[src/rtl/sc_sched_pkg.sv]
// Shared types and constants for the SC decoder layer scheduler.
package sc_sched_pkg;

    localparam int DEFAULT_MAX_LOG2N = 10;
    localparam int MIN_LOG2N         = 1;

    typedef enum logic {
        IDLE = 1'b0,
        RUN  = 1'b1
    } sched_state_t;

endpackage

[src/rtl/sc_layer_calc.sv]
// Maps a step index k to the layer the PE array must compute for a code of
// length 2^n: layer = max(0, n-1-L), L = run of ones in k from bit n-1 down.
module sc_layer_calc
    import sc_sched_pkg::*;
#(
    parameter  int MAX_LOG2N = DEFAULT_MAX_LOG2N,
    localparam int STEP_W    = MAX_LOG2N,
    localparam int LAYER_W   = $clog2(MAX_LOG2N),
    localparam int LEN_W     = $clog2(MAX_LOG2N + 1)
) (
    input  logic [STEP_W-1:0]  k_i,
    input  logic [LEN_W-1:0]   n_i,
    output logic [LAYER_W-1:0] layer_o
);

    always_comb begin
        int   ones;
        int   nInt;
        logic inRun;
        ones    = 0;
        nInt    = int'(n_i);
        inRun   = 1'b1;
        layer_o = '0;
        // Bits at or above n are outside the code and never extend the run.
        for (int i = MAX_LOG2N - 1; i >= 0; i--) begin
            if (i < nInt) begin
                if (inRun && k_i[i]) begin
                    ones = ones + 1;
                end else begin
                    inRun = 1'b0;
                end
            end
        end
        if (ones < nInt) begin
            layer_o = LAYER_W'(nInt - 1 - ones);
        end
    end

endmodule

[src/rtl/sc_layer_scheduler.sv]
// Step/layer sequencer for a successive-cancellation decoder PE array.
// Optional macro SC_SCHED_ABORT_EN adds abort_i / aborted_o.
module sc_layer_scheduler
    import sc_sched_pkg::*;
#(
    parameter  int MAX_LOG2N = DEFAULT_MAX_LOG2N,
    localparam int STEP_W    = MAX_LOG2N,
    localparam int LAYER_W   = $clog2(MAX_LOG2N),
    localparam int LEN_W     = $clog2(MAX_LOG2N + 1)
) (
    input  logic               clk,
    input  logic               rst_n,
    input  logic               start_i,
    input  logic [LEN_W-1:0]   log2n_i,
    input  logic               step_ack_i,
`ifdef SC_SCHED_ABORT_EN
    input  logic               abort_i,
    output logic               aborted_o,
`endif
    output logic [STEP_W-1:0]  step_o,
    output logic [LAYER_W-1:0] layer_o,
    output logic               valid_o,
    output logic               last_o,
    output logic               busy_o,
    output logic               done_o
);

    sched_state_t       r_state;
    sched_state_t       w_stateNext;
    logic [STEP_W-1:0]  r_k;
    logic [STEP_W-1:0]  w_kNext;
    logic [LEN_W-1:0]   r_n;
    logic [LEN_W-1:0]   w_nNext;
    logic [LEN_W-1:0]   w_nClamped;
    logic [LAYER_W-1:0] r_layer;
    logic [LAYER_W-1:0] w_layerNext;
    logic [STEP_W-1:0]  w_lastK;
    logic               w_last;
    logic               r_done;
    logic               w_doneNext;
`ifdef SC_SCHED_ABORT_EN
    logic               r_aborted;
    logic               w_abortedNext;
`endif

    always_comb begin
        w_nClamped = log2n_i;
        if (log2n_i == '0) begin
            w_nClamped = LEN_W'(MIN_LOG2N);
        end else if (log2n_i > LEN_W'(MAX_LOG2N)) begin
            w_nClamped = LEN_W'(MAX_LOG2N);
        end
    end

    assign w_lastK = {STEP_W{1'b1}} >> (LEN_W'(MAX_LOG2N) - r_n);
    assign w_last  = (r_state == RUN) && (r_k == w_lastK);

    always_comb begin
        w_stateNext = r_state;
        w_kNext     = r_k;
        w_nNext     = r_n;
        w_doneNext  = 1'b0;
`ifdef SC_SCHED_ABORT_EN
        w_abortedNext = 1'b0;
`endif
        case (r_state)
            IDLE: begin
                if (start_i) begin
                    w_stateNext = RUN;
                    w_kNext     = '0;
                    w_nNext     = w_nClamped;
                end
            end
            RUN: begin
`ifdef SC_SCHED_ABORT_EN
                if (abort_i) begin
                    w_stateNext   = IDLE;
                    w_kNext       = '0;
                    w_abortedNext = 1'b1;
                end else
`endif
                if (step_ack_i) begin
                    if (w_last) begin
                        w_stateNext = IDLE;
                        w_kNext     = '0;
                        w_doneNext  = 1'b1;
                    end else begin
                        w_kNext = r_k + STEP_W'(1);
                    end
                end
            end
            default: w_stateNext = IDLE;
        endcase
    end

    // Layer is computed from the next k so it lands in the same edge as step_o.
    sc_layer_calc #(
        .MAX_LOG2N(MAX_LOG2N)
    ) u_layerCalc (
        .k_i    (w_kNext),
        .n_i    (w_nNext),
        .layer_o(w_layerNext)
    );

    always_ff @(posedge clk or negedge rst_n) begin
        if (!rst_n) begin
            r_state <= IDLE;
            r_k     <= '0;
            r_n     <= LEN_W'(MAX_LOG2N);
            r_layer <= '0;
            r_done  <= 1'b0;
`ifdef SC_SCHED_ABORT_EN
            r_aborted <= 1'b0;
`endif
        end else begin
            r_state <= w_stateNext;
            r_k     <= w_kNext;
            r_n     <= w_nNext;
            r_layer <= (w_stateNext == RUN) ? w_layerNext : '0;
            r_done  <= w_doneNext;
`ifdef SC_SCHED_ABORT_EN
            r_aborted <= w_abortedNext;
`endif
        end
    end

    assign step_o  = r_k;
    assign layer_o = r_layer;
    assign valid_o = (r_state == RUN);
    assign busy_o  = (r_state == RUN);
    assign last_o  = w_last;
    assign done_o  = r_done;
`ifdef SC_SCHED_ABORT_EN
    assign aborted_o = r_aborted;
`endif

endmodule

[config.mk]
export PLATFORM = sky130hd
export DESIGN_NAME = sc_layer_scheduler
export DESIGN_NICKNAME = d
export VERILOG_FILES = /design/src/rtl/sc_sched_pkg.sv /design/src/rtl/sc_layer_calc.sv /design/src/rtl/sc_layer_scheduler.sv
export SDC_FILE = /design/constraint.sdc
export NUM_CORES = 1
export LEC_CHECK = 0
export CORE_MARGIN = 1.5
export CORE_UTILIZATION = 50
export DETAILED_ROUTE_END_ITERATION = 10
export PLACE_DENSITY = 0.82
export REMOVE_ABC_BUFFERS = 1
export SETUP_SLACK_MARGIN = 0.3
export SLEW_MARGIN = 20
export SYNTH_ARGS = -nofsm -noshare
export SYNTH_HDL_FRONTEND = slang
export SYNTH_SLANG_ARGS = --single-unit
[constraint.sdc]
create_clock -name clk -period 9 [get_ports clk]
set_input_delay 2.7 -clock clk [delete_from_list [all_inputs] [get_ports clk]]
set_output_delay 2.7 -clock clk [all_outputs]
set_load 0.005 [all_outputs]
# --- After elaboration in Yosys (flattened, before gate mapping) ---
# Cells that the tools add are included.
totals:
  reg_bits: 20
  latch_bits: 0
  mem_bits_rw: 0
  romBits: 0
  input_bits: 8
  n_memories: 0
classes:
  n_addsub: 13
  mul: 0
  div_mod_pow: 0
  n_lt_le_gt_ge: 12
  eq_ne: 1
  n_shift: 1
  n_mux: 55
  bitwise: 1
  n_reduce_logical: 11
ops:
  columns: ["cell", "n"]
  rows:
  - ["$mux 32", 18]
  - ["$add 32x2->32 const B", 9]
  - ["$lt 32x5->1", 1]
  - ["$mux 10", 3]
  - ["$mux 1", 26]
  - ["$mux 4", 6]
  - ["$pmux 10 s2", 1]
  - ["$lt 3x4->1 const A", 4]
  - ["$add 10x1->10 const B", 1]
  - ["$eq 10x10->1", 1]
  - ["$logic_and 1x1->1", 10]
  - ["$shr 10x4->10 const A", 1]
  - ["$lt 1x4->1 const A", 2]
  - ["$lt 2x4->1 const A", 2]
  - ["$lt 4x4->1 const A", 2]
  - ["$gt 4x4->1 const B", 1]
  - ["$logic_not 4->1", 1]
  - ["$sub 4x1->4 const B", 1]
  - ["$sub 4x4->4", 1]
  - ["$sub 4x4->4 const A", 1]
  - ["$pmux 1 s2", 1]
  - ["$not 1->1", 1]

# --- Depth between registers and ports, before layout ---
# Gate-level depths: netlist of run 1.
logic_depth:
  word_depth: 39
  depth_mapped: 41

# --- By module ---
# Synthesis of run 1 repeated with hierarchy kept, for this count alone.
unflattened:
  hier_cells: 374
  area_unflattened_um2: 3032.9
modules_own_cells:
  columns: ["module", "n_inst", "cells_per_inst", "area_each_um2", "seq_area_each_um2"]
  rows:
  - ["sc_layer_calc", 1, 226, 1666.6, 0.0]
  - ["sc_layer_scheduler", 1, 148, 1366.3, 503.0]

# --- Least setup slack after synthesis of run 1 ---
# No wires, ideal clock.
synth_timing:
  path_kind: "input to register"
  from: "in start_i"
  to: "reg r_layer[2] (netlist: layer_o[2])"
  arrival_time_ns: 10.122
  setup_slack_ns: -1.216
  stages: 38
  path_buffers: 0
  cell_sequence: "nor2b_1 -> nand2_1 -> nand2_1 -> inv_1 -> a311oi_1 -> a21o_1 -> nor2_1 -> ha_1 -> and2_1 -> ha_1 -> and2_1 -> a32oi_1 -> inv_1 -> ha_1 -> o21a_1 -> ha_1 -> nand3_1 -> nand2_1 -> [2 not listed] -> a31oi_1 -> ha_1 -> o31ai_1 -> nor2_1 -> ha_1 -> mux2_2 -> ha_1 -> mux2_2 -> ha_1 -> nand2_1 -> xor2_1 -> ha_1 -> nor2b_1 -> o21ai_0 -> nand3b_1 -> a31oi_1 -> o21ai_0 -> a211oi_1"
synth_via:
  elab_chain_len: 34
  elab_cells_between_ends: 77
  classes_between: "add/sub (11); order compare (11); mux (46); reduce/logical (9)"
synth_lines:
  columns: ["item", "line_no", "source"]
  rows:
  - ["from (decl)", "sc_layer_scheduler.sv:13", "input logic start_i,"]
  - ["$mux 4 *", "sc_layer_scheduler.sv:68", "if (start_i) begin"]
  - ["$mux 4 *", "sc_layer_scheduler.sv:66", "case (r_state)"]
  - ["via u_layerCalc.n_i[3]", "sc_layer_calc.sv:12", "input logic [LEN_W-1:0] n_i,"]
  - ["$lt 4x4->1", "sc_layer_calc.sv:26", "if (i < nInt) begin"]
  - ["$mux 1", "sc_layer_calc.sv:26", null]
  - ["$add 32x2->32 or $logic_and 1x1->1 (tied branches)", "sc_layer_calc.sv:28, sc_layer_calc.sv:27", null]
  - ["$mux 32 or $mux 1 (tied branches)", "sc_layer_calc.sv:27", "if (inRun && k_i[i]) begin"]
  - ["$mux 32 or $mux 1 (tied branches)", "sc_layer_calc.sv:26", null]
  - ["[19 not listed]", null, null]
  - ["$mux 32 or $mux 1 (tied branches)", "sc_layer_calc.sv:27", null]
  - ["$mux 32 or $mux 1 (tied branches)", "sc_layer_calc.sv:26", null]
  - ["$add 32x2->32 or $logic_and 1x1->1 (tied branches)", "sc_layer_calc.sv:28, sc_layer_calc.sv:27", null]
  - ["$mux 32", "sc_layer_calc.sv:27", null]
  - ["$mux 32", "sc_layer_calc.sv:26", null]
  - ["$lt 32x5->1 or $sub 4x4->4 (tied branches)", "sc_layer_calc.sv:34, sc_layer_calc.sv:35", null]
  - ["$mux 4 *", "sc_layer_calc.sv:34", "if (ones < nInt) begin"]
  - ["$mux 4 *", "sc_layer_scheduler.sv:119", "r_layer <= (w_stateNext == RUN) ? w_layerNext : '0;"]
  - ["to (signal assigned)", "sc_layer_scheduler.sv:119", null]
  - ["to (decl)", "sc_layer_scheduler.sv:35", "logic [LAYER_W-1:0] r_layer;"]
# The timed path passes the listed nets; every way through them passes the cells marked *.

# --- Final worst setup path of run 1 ---
layout_timing:
  from: "in step_ack_i"
  to: "reg r_layer[1] (netlist: layer_o[1])"
layout_via:
  elab_chain_len: 34
  elab_cells_between_ends: 64
  classes_between: "add/sub (10); order compare (1); mux (44); reduce/logical (9)"
layout_lines:
  columns: ["item", "line_no", "source"]
  rows:
  - ["from (decl)", "sc_layer_scheduler.sv:15", "input logic step_ack_i,"]
  - ["$mux 10 *", "sc_layer_scheduler.sv:82", "if (step_ack_i) begin"]
  - ["$pmux 10 s2 *", "sc_layer_scheduler.sv:66", null]
  - ["via u_layerCalc.k_i[9]", "sc_layer_calc.sv:11", "input logic [STEP_W-1:0] k_i,"]
  - ["$mux 1", "sc_layer_calc.sv:27", null]
  - ["$mux 1", "sc_layer_calc.sv:26", null]
  - ["$add 32x2->32 or $logic_and 1x1->1 (tied branches)", "sc_layer_calc.sv:28, sc_layer_calc.sv:27", null]
  - ["$mux 32 or $mux 1 (tied branches)", "sc_layer_calc.sv:27", null]
  - ["$mux 32 or $mux 1 (tied branches)", "sc_layer_calc.sv:26", null]
  - ["[19 not listed]", null, null]
  - ["$mux 32 or $mux 1 (tied branches)", "sc_layer_calc.sv:27", null]
  - ["$mux 32 or $mux 1 (tied branches)", "sc_layer_calc.sv:26", null]
  - ["$add 32x2->32 or $logic_and 1x1->1 (tied branches)", "sc_layer_calc.sv:28, sc_layer_calc.sv:27", null]
  - ["$mux 32", "sc_layer_calc.sv:27", null]
  - ["$mux 32 *", "sc_layer_calc.sv:26", null]
  - ["$lt 32x5->1 or $sub 4x4->4 (tied branches)", "sc_layer_calc.sv:34, sc_layer_calc.sv:35", null]
  - ["$mux 4 *", "sc_layer_calc.sv:34", null]
  - ["$mux 4 *", "sc_layer_scheduler.sv:119", null]
# Marks and branches as above.

==> run metrics, run 1 <==
vias in the first global route=around 4,100; Nets=562; Setup Skew=5.172 ps; post-route antenna net violation count=0; Area growth, synth to finish=43.15%; Final min period=just under 10,000 ps; Synth warnings=0; via count=roughly 4,200; CP endpoint kind=flop; area of the die=around 7000 um2; root buf cell=clkbuf_8; Final Power=approximately 1.7 mW; DR vias/cell=between 6 and 7; status=complete, but fails checks; grt total ovfl=0; Period Utilization, post-route=107.6%; Layout Cells excl Fill=just over 600; pin count of the biggest net entering global routing=26; register area share after synthesis=15.14%; Rel. slew slack=between 50 and 60%; Starting Density=52.04%; reg2reg start=r_n[1]$_DFF_PN1_; htree depth=1; Multi-input gate area=2924 um2; cell family with most CP delay=adder cells; share of layout cells above drive strength 1=39.29%; synthesized area per cell=8.226 um2; Post-synth EDFFs=0; Worst-Margin Slew=~710 ps; setup violators final=4; pins over their slew limit=0; Storage cell area=approximately 500 um2; 1st-iter DRT viols=approximately 470; placed wire-length estimate=between 8000 and 9000 um; CP Data Arrival Time=approximately 10000 ps; CP Launch Type=primary input; CP max-delay cell=ha_1; synth unique cells=95; Die Y=84.53 um; CTS tree=done; Synth Instances=404; Seq cells post-synth=20; post-synth top area share=between 10% and 20%; Main synth FF type=dfrtp_1; CP bufs+invs=4; commonest cells in the netlist=41 x nand2_1, 21 x a21oi_1, 21 x o21ai_0; Worst-Skew Late Latency=270 ps; Post-synth ARST share=100.0%; worst-path maximum fanout=6; placed cells=578; number of port buffers=25; Die Wd=roughly 85 um; top cells by area, synth=dfrtp_1 14%, ha_1 7.2%, nand2_1 4.6%; Min Hold Slack=approximately 800 ps; final wirelength=between 10,000 and 15,000 um; Core Region=~6400 um2; Longest Clk Path Bufs=2; Setup crit start=step_ack_i; hold path start=step_o[5]$_DFF_PN0_; first-pass GRT wire length=approximately 20,000 um; Crit Path Class=in2reg; IO Count=26; 1st-pass router iterations=6; critical path's most frequent cell=ha_4; antenna violations before repair=0; RSZ-0062 raised after global routing=true; leakage power=about 2.1 nW; CP peak stage delay=350 ps; Max Cap Viol=0; Cell Rows=29; Worst EP required=roughly 9200 ps; setup ws final=-686.6 ps; fill count=slightly below 400; Worst Hold Class=reg2reg; Mapped Area=3323 um2; clock buffer count from CTS=3; global placer's final weighted congestion=1.018; maximum VDD drop=roughly 0.00045 V; wire per inst=around 21 um; GRT Resource Usage Total=between 30% and 40%; count leader, synth=nand2_1; failing checks=negative setup slack; # diodes=0; Fin Setup TNS=-2605 ps; CTS sink count=20; Fmax=~100 MHz; Worst-path clk slew=approximately 80 ps; DRC Markers=0; PD cells=361.7 nW/um2; Final Hold Fails=0; Yosys top cell by area=dfrtp_1
stage by stage:
stage	util [%]	setup slack, ps	cell area, um2
after global routing	74.49	-934.6	4757
after global placement	66.61	-1469	4254
after CTS	72.67	-320.5	4641
after floorplan	-	-1337	3247
after detailed placement	66.61	-1899	4254
final	74.49	-686.6	4757
final timing paths:
check	end	slack [ps]	cells after the start
min in group asynchronous	layer_o[2]$_DFF_PN0_	2410	1
min	step_o[5]$_DFF_PN0_	800	2
min reg2reg	step_o[5]$_DFF_PN0_	800	2
max reg2reg	layer_o[1]$_DFF_PN0_	70	42
max in group asynchronous	r_n[1]$_DFF_PN1_	6220	1
max	layer_o[1]$_DFF_PN0_	-690	39
cell families after synthesis:
kind of cell,count (synthesis),synth area share [%]
flip-flops,20,15.14
multiplexers,10,3.426
adder cells (fa/ha/maj),20,7.756
XOR/XNOR,23,8.359
AND/OR/NAND/NOR,161,28.09
buffers and inverters,37,4.668
AO/OA/AOI/OAI,133,32.57
timing repair:
| action | CTS | global route |
|---|---|---|
| buffers inserted | 23 | 5 |
| hold buffers | 0 | 0 |
| pin swaps | 30 | 10 |
| resized for setup | 54 | 16 |
| endpoints found under the setup margin | 4 | 4 |
| hold endpoints to repair | 0 | 0 |
layer usage:
metal	routed length, um	track usage, %
met5	0	0
met4	793	14.37
met3	1058	4.916
met2	6308	60.89
met1	4745	41.43
sequential cells by signal, indices dropped and copies added, names as in the netlist:
name	flops
busy_o	1
layer_o	4
r_n	4
step_o	10
done_o	1
worst min-delay path: stages, from the launching register on:
cell and delay (ps):
dfrtp_1 380, buf_4 210, a32o_1 170
cell usage in the layout, fill, tap and decap left out, types with 5 or more instances in the layout:
| cell | synthesis | layout |
|---|---|---|
| mux2_4 | 1 | 5 |
| nor2_1 | 16 | 14 |
| clkdlybuf4s50_1 | 0 | 19 |
| nor2b_1 | 8 | 6 |
| ha_1 | 19 | 13 |
| nand4_1 | 10 | 10 |
| and3_1 | 7 | 7 |
| and2_1 | 8 | 6 |
| a21oi_1 | 21 | 21 |
| dfrtp_1 | 18 | 18 |
| inv_1 | 17 | 16 |
| a31oi_1 | 8 | 8 |
| o21ai_0 | 21 | 19 |
| xnor2_1 | 14 | 14 |
| nor3_1 | 7 | 7 |
| o21a_1 | 5 | 5 |
| o211ai_1 | 6 | 6 |
| nand2_1 | 41 | 37 |
| nand3_1 | 19 | 16 |
| ha_4 | 0 | 6 |
| buf_4 | 2 | 115 |
| nand2b_1 | 6 | 5 |
cell type report:
type	instances	share of cell area, %
tap	77	2.025
inverter	21	1.710
clock buffer	3	0.8680
multi-input combinational	347	61.47
timing repair buffer	141	23.36
sequential	20	10.57
power by group:
group	total (mW)	switching [mW]	internal, mW	leakage (nW)
registers	0.170	0.0425	0.128	0.245
logic	1.49	0.810	0.678	1.84
clock network	0.0624	0.0325	0.0300	0.0216
(Power assumes the default switching activity.)
==> run 2: changes to the inputs <==
--- a/config.mk
+++ b/config.mk
@@ -6,9 +6,10 @@
 export NUM_CORES = 1
 export LEC_CHECK = 0
 export CORE_MARGIN = 1.5
-export CORE_UTILIZATION = 50
+export CORE_UTILIZATION = 55
 export DETAILED_ROUTE_END_ITERATION = 10
-export PLACE_DENSITY = 0.82
+export HOLD_SLACK_MARGIN = 0.12
+export PLACE_DENSITY = 0.88
 export REMOVE_ABC_BUFFERS = 1
 export SETUP_SLACK_MARGIN = 0.3
 export SLEW_MARGIN = 20
==> run metrics, run 2 (synthesis gave the netlist of run 1 again) <==
root buf cell=clkbuf_8; first-pass GRT wire length=22,130 um (+11%); DR vias/cell=7.518 (+9.8%); Core Region=5886 um2 (-7.8%); Worst Hold Class=reg2reg; Period Utilization, post-route=109.7% (+2.0 points); number of port buffers=25 (unchanged); busiest grt layer=met2; M1 GR Usage=47.16% (+5.7 points); CP peak stage delay=400 ps (+50 ps); PD cells=390.5 nW/um2 (+7.9%); DRC Markers=0 (unchanged); Die Wd=80.73 um (-4.5%); reg2reg start=r_n[1]$_DFF_PN1_; Die Y=80.73 um (-4.5%); Worst-Skew Late Latency=270 ps (about the same); Worst-Margin Slew=972.7 ps (+263.9 ps); post-route antenna net violation count=0 (unchanged); Min Hold Slack=727.3 ps (-73.94 ps); setup violators final=4 (unchanged); placed wire-length estimate=8638 um (+2.6%); DP Worst Slack=-1949 ps (-49.77 ps); FF-to-FF path depth=41 (-2.4%); CTS sink count=20 (unchanged); Worst Hold Depth=3 (+1); max reg flops=10 (unchanged); CP endpoint kind=flop; CP Launch Type=primary input; IO Count=26 (unchanged); hold path start=r_n[3]$_DFF_PN1_; Final min period=9869 ps (+182.3 ps); pin count of the biggest net entering global routing=26 (unchanged); share of layout cells above drive strength 1=43.51% (+4.2 points); 1st-iter DRT viols=760 (+63%); Starting Density=56.46% (+4.4 points); wire per inst=24.95 um (+18%); failing checks=negative setup slack; Longest Clk Path Bufs=2 (unchanged); Area growth, synth to finish=52.37%; vias in the first global route=4,450 (+9.1%); clock buffer count from CTS=3 (unchanged); GRT Resource Usage Total=44.46% (+10 points); met2 GRT Util=78.82% (+18 points); htree depth=1 (unchanged); met3 GRT Util=11.57% (+6.7 points); leakage power=2.217 nW (+5.3%); final wirelength=15,520 um (+20%); RSZ-0062 raised after global routing=true; Setup Skew=3.027 ps (-2.145 ps); 1st-pass router iterations=9 (+3); pins over their slew limit=0 (unchanged); maximum VDD drop=0.0004804 V (+5.9%); FF-to-FF End=layer_o[3]$_DFF_PN0_; Fmax=101.3 MHz (-1.8%); Nets=576 (+2.5%); area of the die=6517 um2 (-8.8%); global placer's final weighted congestion=1.004 (-1.4%); Final Power=1.977 mW (+15%); via count=4,676 (+12%); most common cell after layout, fill and taps aside=buf_4; # diodes=0 (unchanged); setup ws final=-869.0 ps (-182.3 ps); design area=5064 um2 (+6.4%); most frequent cells in the layout=116 x buf_4, 36 x nand2_1, 20 x a21oi_1, 19 x o21ai_0, 19 x clkdlybuf4s50_1; critical path's most frequent cell=ha_4; Crit Path Class=in2reg; Placed Area=4267 um2 (+0.29%); antenna violations before repair=0 (unchanged); grt total ovfl=0 (unchanged); Worst-path clk slew=80 ps (about the same); CTS tree=done; CP max-delay cell=nor2_1; status=complete, but fails checks; fill count=249 (-37%); worst hold endpoint=r_n[3]$_DFF_PN1_; Final Hold Fails=0 (unchanged); Cell Rows=28 (-3.4%); Worst EP required=9190 ps (about the same); r2r setup slk=-230 ps (-300 ps); worst-path maximum fanout=4 (-2); Max Cap Viol=0 (unchanged); Rel. slew slack=35.01% (-18 points); Setup crit start=start_i; CP Data Arrival Time=10,060 ps (+180 ps); Core Util, Final=86.03% (+12 points)
## run 2: cell count changes in the layout (fill, tap and decap cells not counted), moves of 2 or more
| cell | change |
|---|---|
| xnor2_1 | -2 |
| buf_6 | +13 |
| inv_2 | +2 |
| xnor2_2 | +2 |
| a31oi_1 | -2 |
| o31ai_2 | -2 |
| inv_1 | -2 |
| nand2_4 | +2 |
| o31ai_4 | +2 |
## run 2: layout make-up
cell class,count,area [um2],area share (%)
inverters,21,81.33,1.606
multi-input cells,347,3065,60.54
clock buffers,4,55.05,1.087
well taps,75,93.84,1.853
flip-flops and latches,20,503.0,9.933
repair buffers,155,1265,24.98
## run 2: report_power, final
group	switching (mW)	leakage, nW	internal (mW)
Sequential	0.0442	0.245	0.128
Clock	0.0343	0.0288	0.0392
Combinational	0.950	1.94	0.782
Total	1.03	2.22	0.949
## run 2: stage by stage
step / TNS (ps) / cells
final: -3351 / 622
after global routing: -3918 / 622
after CTS: -1579 / 614
after detailed placement: -7705 / 578
after global placement: -5710 / 578
after floorplan: -5122 / 388
## run 2: per-layer routing
| layer | vias up | wire length, um | share of wire, % |
|---|---|---|---|
| met3 | 225 | 1784 | 11 |
| met2 | 512 | 7071 | 46 |
| met1 | 2082 | 5028 | 32 |
| met5 | - | 0 | 0 |
| met4 | 0 | 1633 | 11 |
| li1 | 1857 | - | - |
## run 2: worst max path at each step
| stage | endpoint | cells past startpoint |
|---|---|---|
| detailed placement | layer_o[1]$_DFF_PN0_ | 40 |
| global route | layer_o[3]$_DFF_PN0_ | 37 |
| finish | layer_o[3]$_DFF_PN0_ | 37 |
| floorplan | layer_o[2]$_DFF_PN0_ | 38 |
| global placement | layer_o[1]$_DFF_PN0_ | 40 |
| CTS | layer_o[1]$_DFF_PN0_ | 38 |
## run 2: what timing repair did
item | CTS | global route
setup endpoints to repair | 4 | 4
pin swaps | 39 | 29
resized for setup | 67 | 39
setup buffers | 32 | 8
hold buffers | 0 | 0
## run 2: worst max-delay path, delay by kind of cell
kind	cells	cell delay, ps
AOI/OAI and AO/OA	7	1390
xor gates and xnor gates	3	690
adders and majority gates	9	2260
buffers and inverters	6	770
muxes	1	290
and+or+nand+nor	11	1950
==> run 3: changes to the inputs <==
--- a/config.mk
+++ b/config.mk
@@ -6,13 +6,14 @@
 export NUM_CORES = 1
 export LEC_CHECK = 0
 export CORE_MARGIN = 1.5
-export CORE_UTILIZATION = 55
+export CORE_UTILIZATION = 54
 export DETAILED_ROUTE_END_ITERATION = 10
 export HOLD_SLACK_MARGIN = 0.12
-export PLACE_DENSITY = 0.88
+export PLACE_DENSITY = 0.87
 export REMOVE_ABC_BUFFERS = 1
 export SETUP_SLACK_MARGIN = 0.3
 export SLEW_MARGIN = 20
 export SYNTH_ARGS = -nofsm -noshare
 export SYNTH_HDL_FRONTEND = slang
+export SYNTH_HIERARCHICAL = 1
 export SYNTH_SLANG_ARGS = --single-unit
==> run metrics, run 3 <==
FF-to-FF End=layer_o[0]$_DFF_PN0_; wire per inst=21.66 um (-13%); Worst-Skew Late Latency=270 ps (about the same); Worst-path clk slew=90 ps (about the same); 1st-iter DRT viols=516 (-32%); maximum VDD drop=0.0002831 V (-41%); CTS sink count=20 (unchanged); Storage cell area=503.0 um2 (unchanged); hold buffers post-CTS=0 (unchanged); CP peak stage delay=330 ps (-70 ps); Post-synth ARST share=100.0% (unchanged); worst-path maximum fanout=4 (unchanged); FF-to-FF path depth=44 (+7.3%); GRT Resource Usage Total=34.43% (-10 points); placed cells=522 (-9.7%); Nets=509 (-12%); Die Y=77.95 um (-3.4%); reg2reg start=r_n[1]$_DFF_PN1_; Cell Rows=27 (-3.6%); status=complete, but fails checks; post-route antenna net violation count=0 (unchanged); area of the die=6075 um2 (-6.8%); via count=3,745 (-20%); Synth Instances=374 (-7.4%); Fin Setup TNS=-3828 ps (-477.6 ps); setup ws final=-990.5 ps (-121.5 ps); share of layout cells above drive strength 1=36.95% (-6.6 points); htree depth=1 (unchanged); DR vias/cell=6.797 (-9.6%); fill count=299 (+20%); vias in the first global route=3,596 (-19%); largest family of logic cells by synthesized area=simple AND/OR/NAND/NOR gates; cell family with most CP delay=adder cells; Final Power=1.854 mW (-6.2%); Worst Hold Depth=1 (-2); most frequent cells in the layout=96 x buf_4, 40 x nand2_1, 25 x nor2_1, 20 x clkdlybuf4s50_1, 18 x dfrtp_1; grt total ovfl=0 (unchanged); clock buffer count from CTS=3 (unchanged); Longest Clk Path Bufs=2 (unchanged); Period Utilization, post-route=111.0% (+1.3 points); leakage power=1.970 nW (-11%); global placer's final weighted congestion=0.9166 (-8.7%); most common cell after layout, fill and taps aside=buf_4; Max Cap Viol=0 (unchanged); Area growth, synth to finish=42.12%; Worst Hold Class=reg2reg; CTS tree=done; setup violators final=4 (unchanged); synthesized area per cell=8.109 um2 (-1.4%); failing checks=negative setup slack; Multi-input gate area=2601 um2 (-15%); Fmax=100.1 MHz (-1.2%); Seq cells post-synth=20 (unchanged); pins over their slew limit=0 (unchanged); RSZ-0062 raised after global routing=true; synth unique cells=80 (-16%); CP endpoint kind=flop; 1st-pass router iterations=7 (-2); Synth Area in XOR/XNOR=13.24% (+4.9 points); pin count of the biggest net entering global routing=21 (-19%); placed wire-length estimate=6389 um (-26%); Final Hold Fails=0 (unchanged); multiplexer area fraction after synthesis=3.300% (-0.13 points); worst hold endpoint=step_o[0]$_DFF_PN0_; max reg flops=10 (unchanged); Yosys top cell by area=dfrtp_1; first-pass GRT wire length=16,890 um (-24%); DRC Markers=0 (unchanged); Post-synth EDFFs=0 (unchanged); Synth Area in Adders=8.911% (+1.2 points); CP Launch Type=primary input; Min Hold Slack=713.7 ps (-13.65 ps); Worst EP required=9190 ps (about the same); post-synth top area share=14.85% (+1.3 points); Layout Cells excl Fill=551 (-11%); number of port buffers=25 (unchanged); IO Count=26 (unchanged); Mapped Area=3033 um2 (-8.7%); Starting Density=55.42% (-1.0 points); DP Worst Slack=-1712 ps (+237.2 ps); r2r setup slk=-210 ps (+20 ps); Final min period=9990 ps (+121.5 ps); CP bufs+invs=3 (-3); root buf cell=clkbuf_8; Setup Skew=9.841 ps (+6.814 ps); commonest cells in the netlist=41 x nand2_1, 31 x nor2_1, 21 x o21ai_0; Rel. slew slack=29.23% (-5.8 points); Die Wd=77.95 um (-3.4%); Core Region=5473 um2 (-7.0%); hold path start=step_o[0]$_DFF_PN0_; Crit Path Class=in2reg; PD cells=430.2 nW/um2 (+10%); register area share after synthesis=16.58% (+1.4 points); compound-gate portion of the synthesized area=20.26% (-12 points); Main synth FF type=dfrtp_1; Synth warnings=6 (+6); count leader, synth=nand2_1; top cells by area, synth=dfrtp_1 15%, ha_1 8.3%, xnor2_1 5.2%; CP Data Arrival Time=10,180 ps (+120 ps); antenna violations before repair=0 (unchanged); Worst-Margin Slew=1058 ps (+85.56 ps); CP max-delay cell=ha_1; Post-Synth Simple-Gate Area=30.78% (+2.7 points); final wirelength=11,930 um (-23%); # diodes=0 (unchanged)
[run 3: changes by cell type after synthesis, moves of 4 or more]
| cell | before | now |
|---|---|---|
| nor3b_1 | 5 | 9 |
| a21oi_1 | 21 | 10 |
| nor3_1 | 7 | 15 |
| xor2_1 | 3 | 10 |
| xnor2_1 | 14 | 18 |
| nor2_1 | 16 | 31 |
| and2_1 | 8 | 4 |
| inv_2 | 4 | 0 |
| a32o_1 | 5 | 1 |
| nand3_1 | 19 | 14 |
| o211ai_1 | 6 | 2 |
[run 3: metal layers]
| layer | vias up | GRT usage (%) | wire (um) |
|---|---|---|---|
| li1 | 1555 | - | - |
| met1 | 1748 | 37.64 | 4319 |
| met2 | 333 | 63.91 | 5635 |
| met3 | 109 | 5.059 | 1080 |
| met4 | 0 | 17.32 | 896 |
| met5 | - | 0 | 0 |
[run 3: report_power, final]
group / switching, mW / internal (mW)
Combinational: 0.769 / 0.826
Clock: 0.0344 / 0.0595
Sequential: 0.0457 / 0.120
Total: 0.849 / 1.01
[run 3: area by class of cell]
| cell class | count | area share (%) |
|---|---|---|
| sequential | 20 | 11.67 |
| timing repair buffer | 121 | 22.64 |
| inverter | 18 | 1.597 |
| multi-input combinational | 316 | 60.35 |
| clock buffer | 3 | 0.9579 |
| tap | 72 | 2.090 |
| clock inverter | 1 | 0.6967 |
[run 3: what timing repair did]
| action | CTS | global route |
|---|---|---|
| pin swaps | 34 | 38 |
| setup endpoints to repair | 4 | 4 |
| gates resized for setup | 52 | 26 |
| setup buffers | 14 | 11 |
[run 3: worst max-delay path by stage]
| stage | from | to | slack, ps | depth (start not counted) |
|---|---|---|---|---|
| 3_5_place_dp | step_ack_i | layer_o[3]$_DFF_PN0_ | -1710 | 41 |
| 5_1_grt | step_ack_i | layer_o[3]$_DFF_PN0_ | -1140 | 40 |
| 2_1_floorplan | start_i | layer_o[3]$_DFF_PN0_ | -1320 | 37 |
| 4_1_cts | step_ack_i | layer_o[3]$_DFF_PN0_ | -490 | 39 |
| 6_report | step_ack_i | layer_o[0]$_DFF_PN0_ | -990 | 42 |
| 3_3_place_gp | step_ack_i | layer_o[2]$_DFF_PN0_ | -1320 | 41 |
[run 3: stage by stage]
step | cell area, um2 | utilization [%]
2_1_floorplan | 2890 | -
3_3_place_gp | 3764 | 68.77
3_5_place_dp | 3764 | 68.77
4_1_cts | 4100 | 74.92
5_1_grt | 4310 | 78.76
6_report | 4310 | 78.76
[run 3: cells by family after synthesis]
logic type,Yosys count
compound gates,80
xor+xnor,35
fa+ha+maj,21
buf+inv,38
flops,20
mux,9
simple gates,171
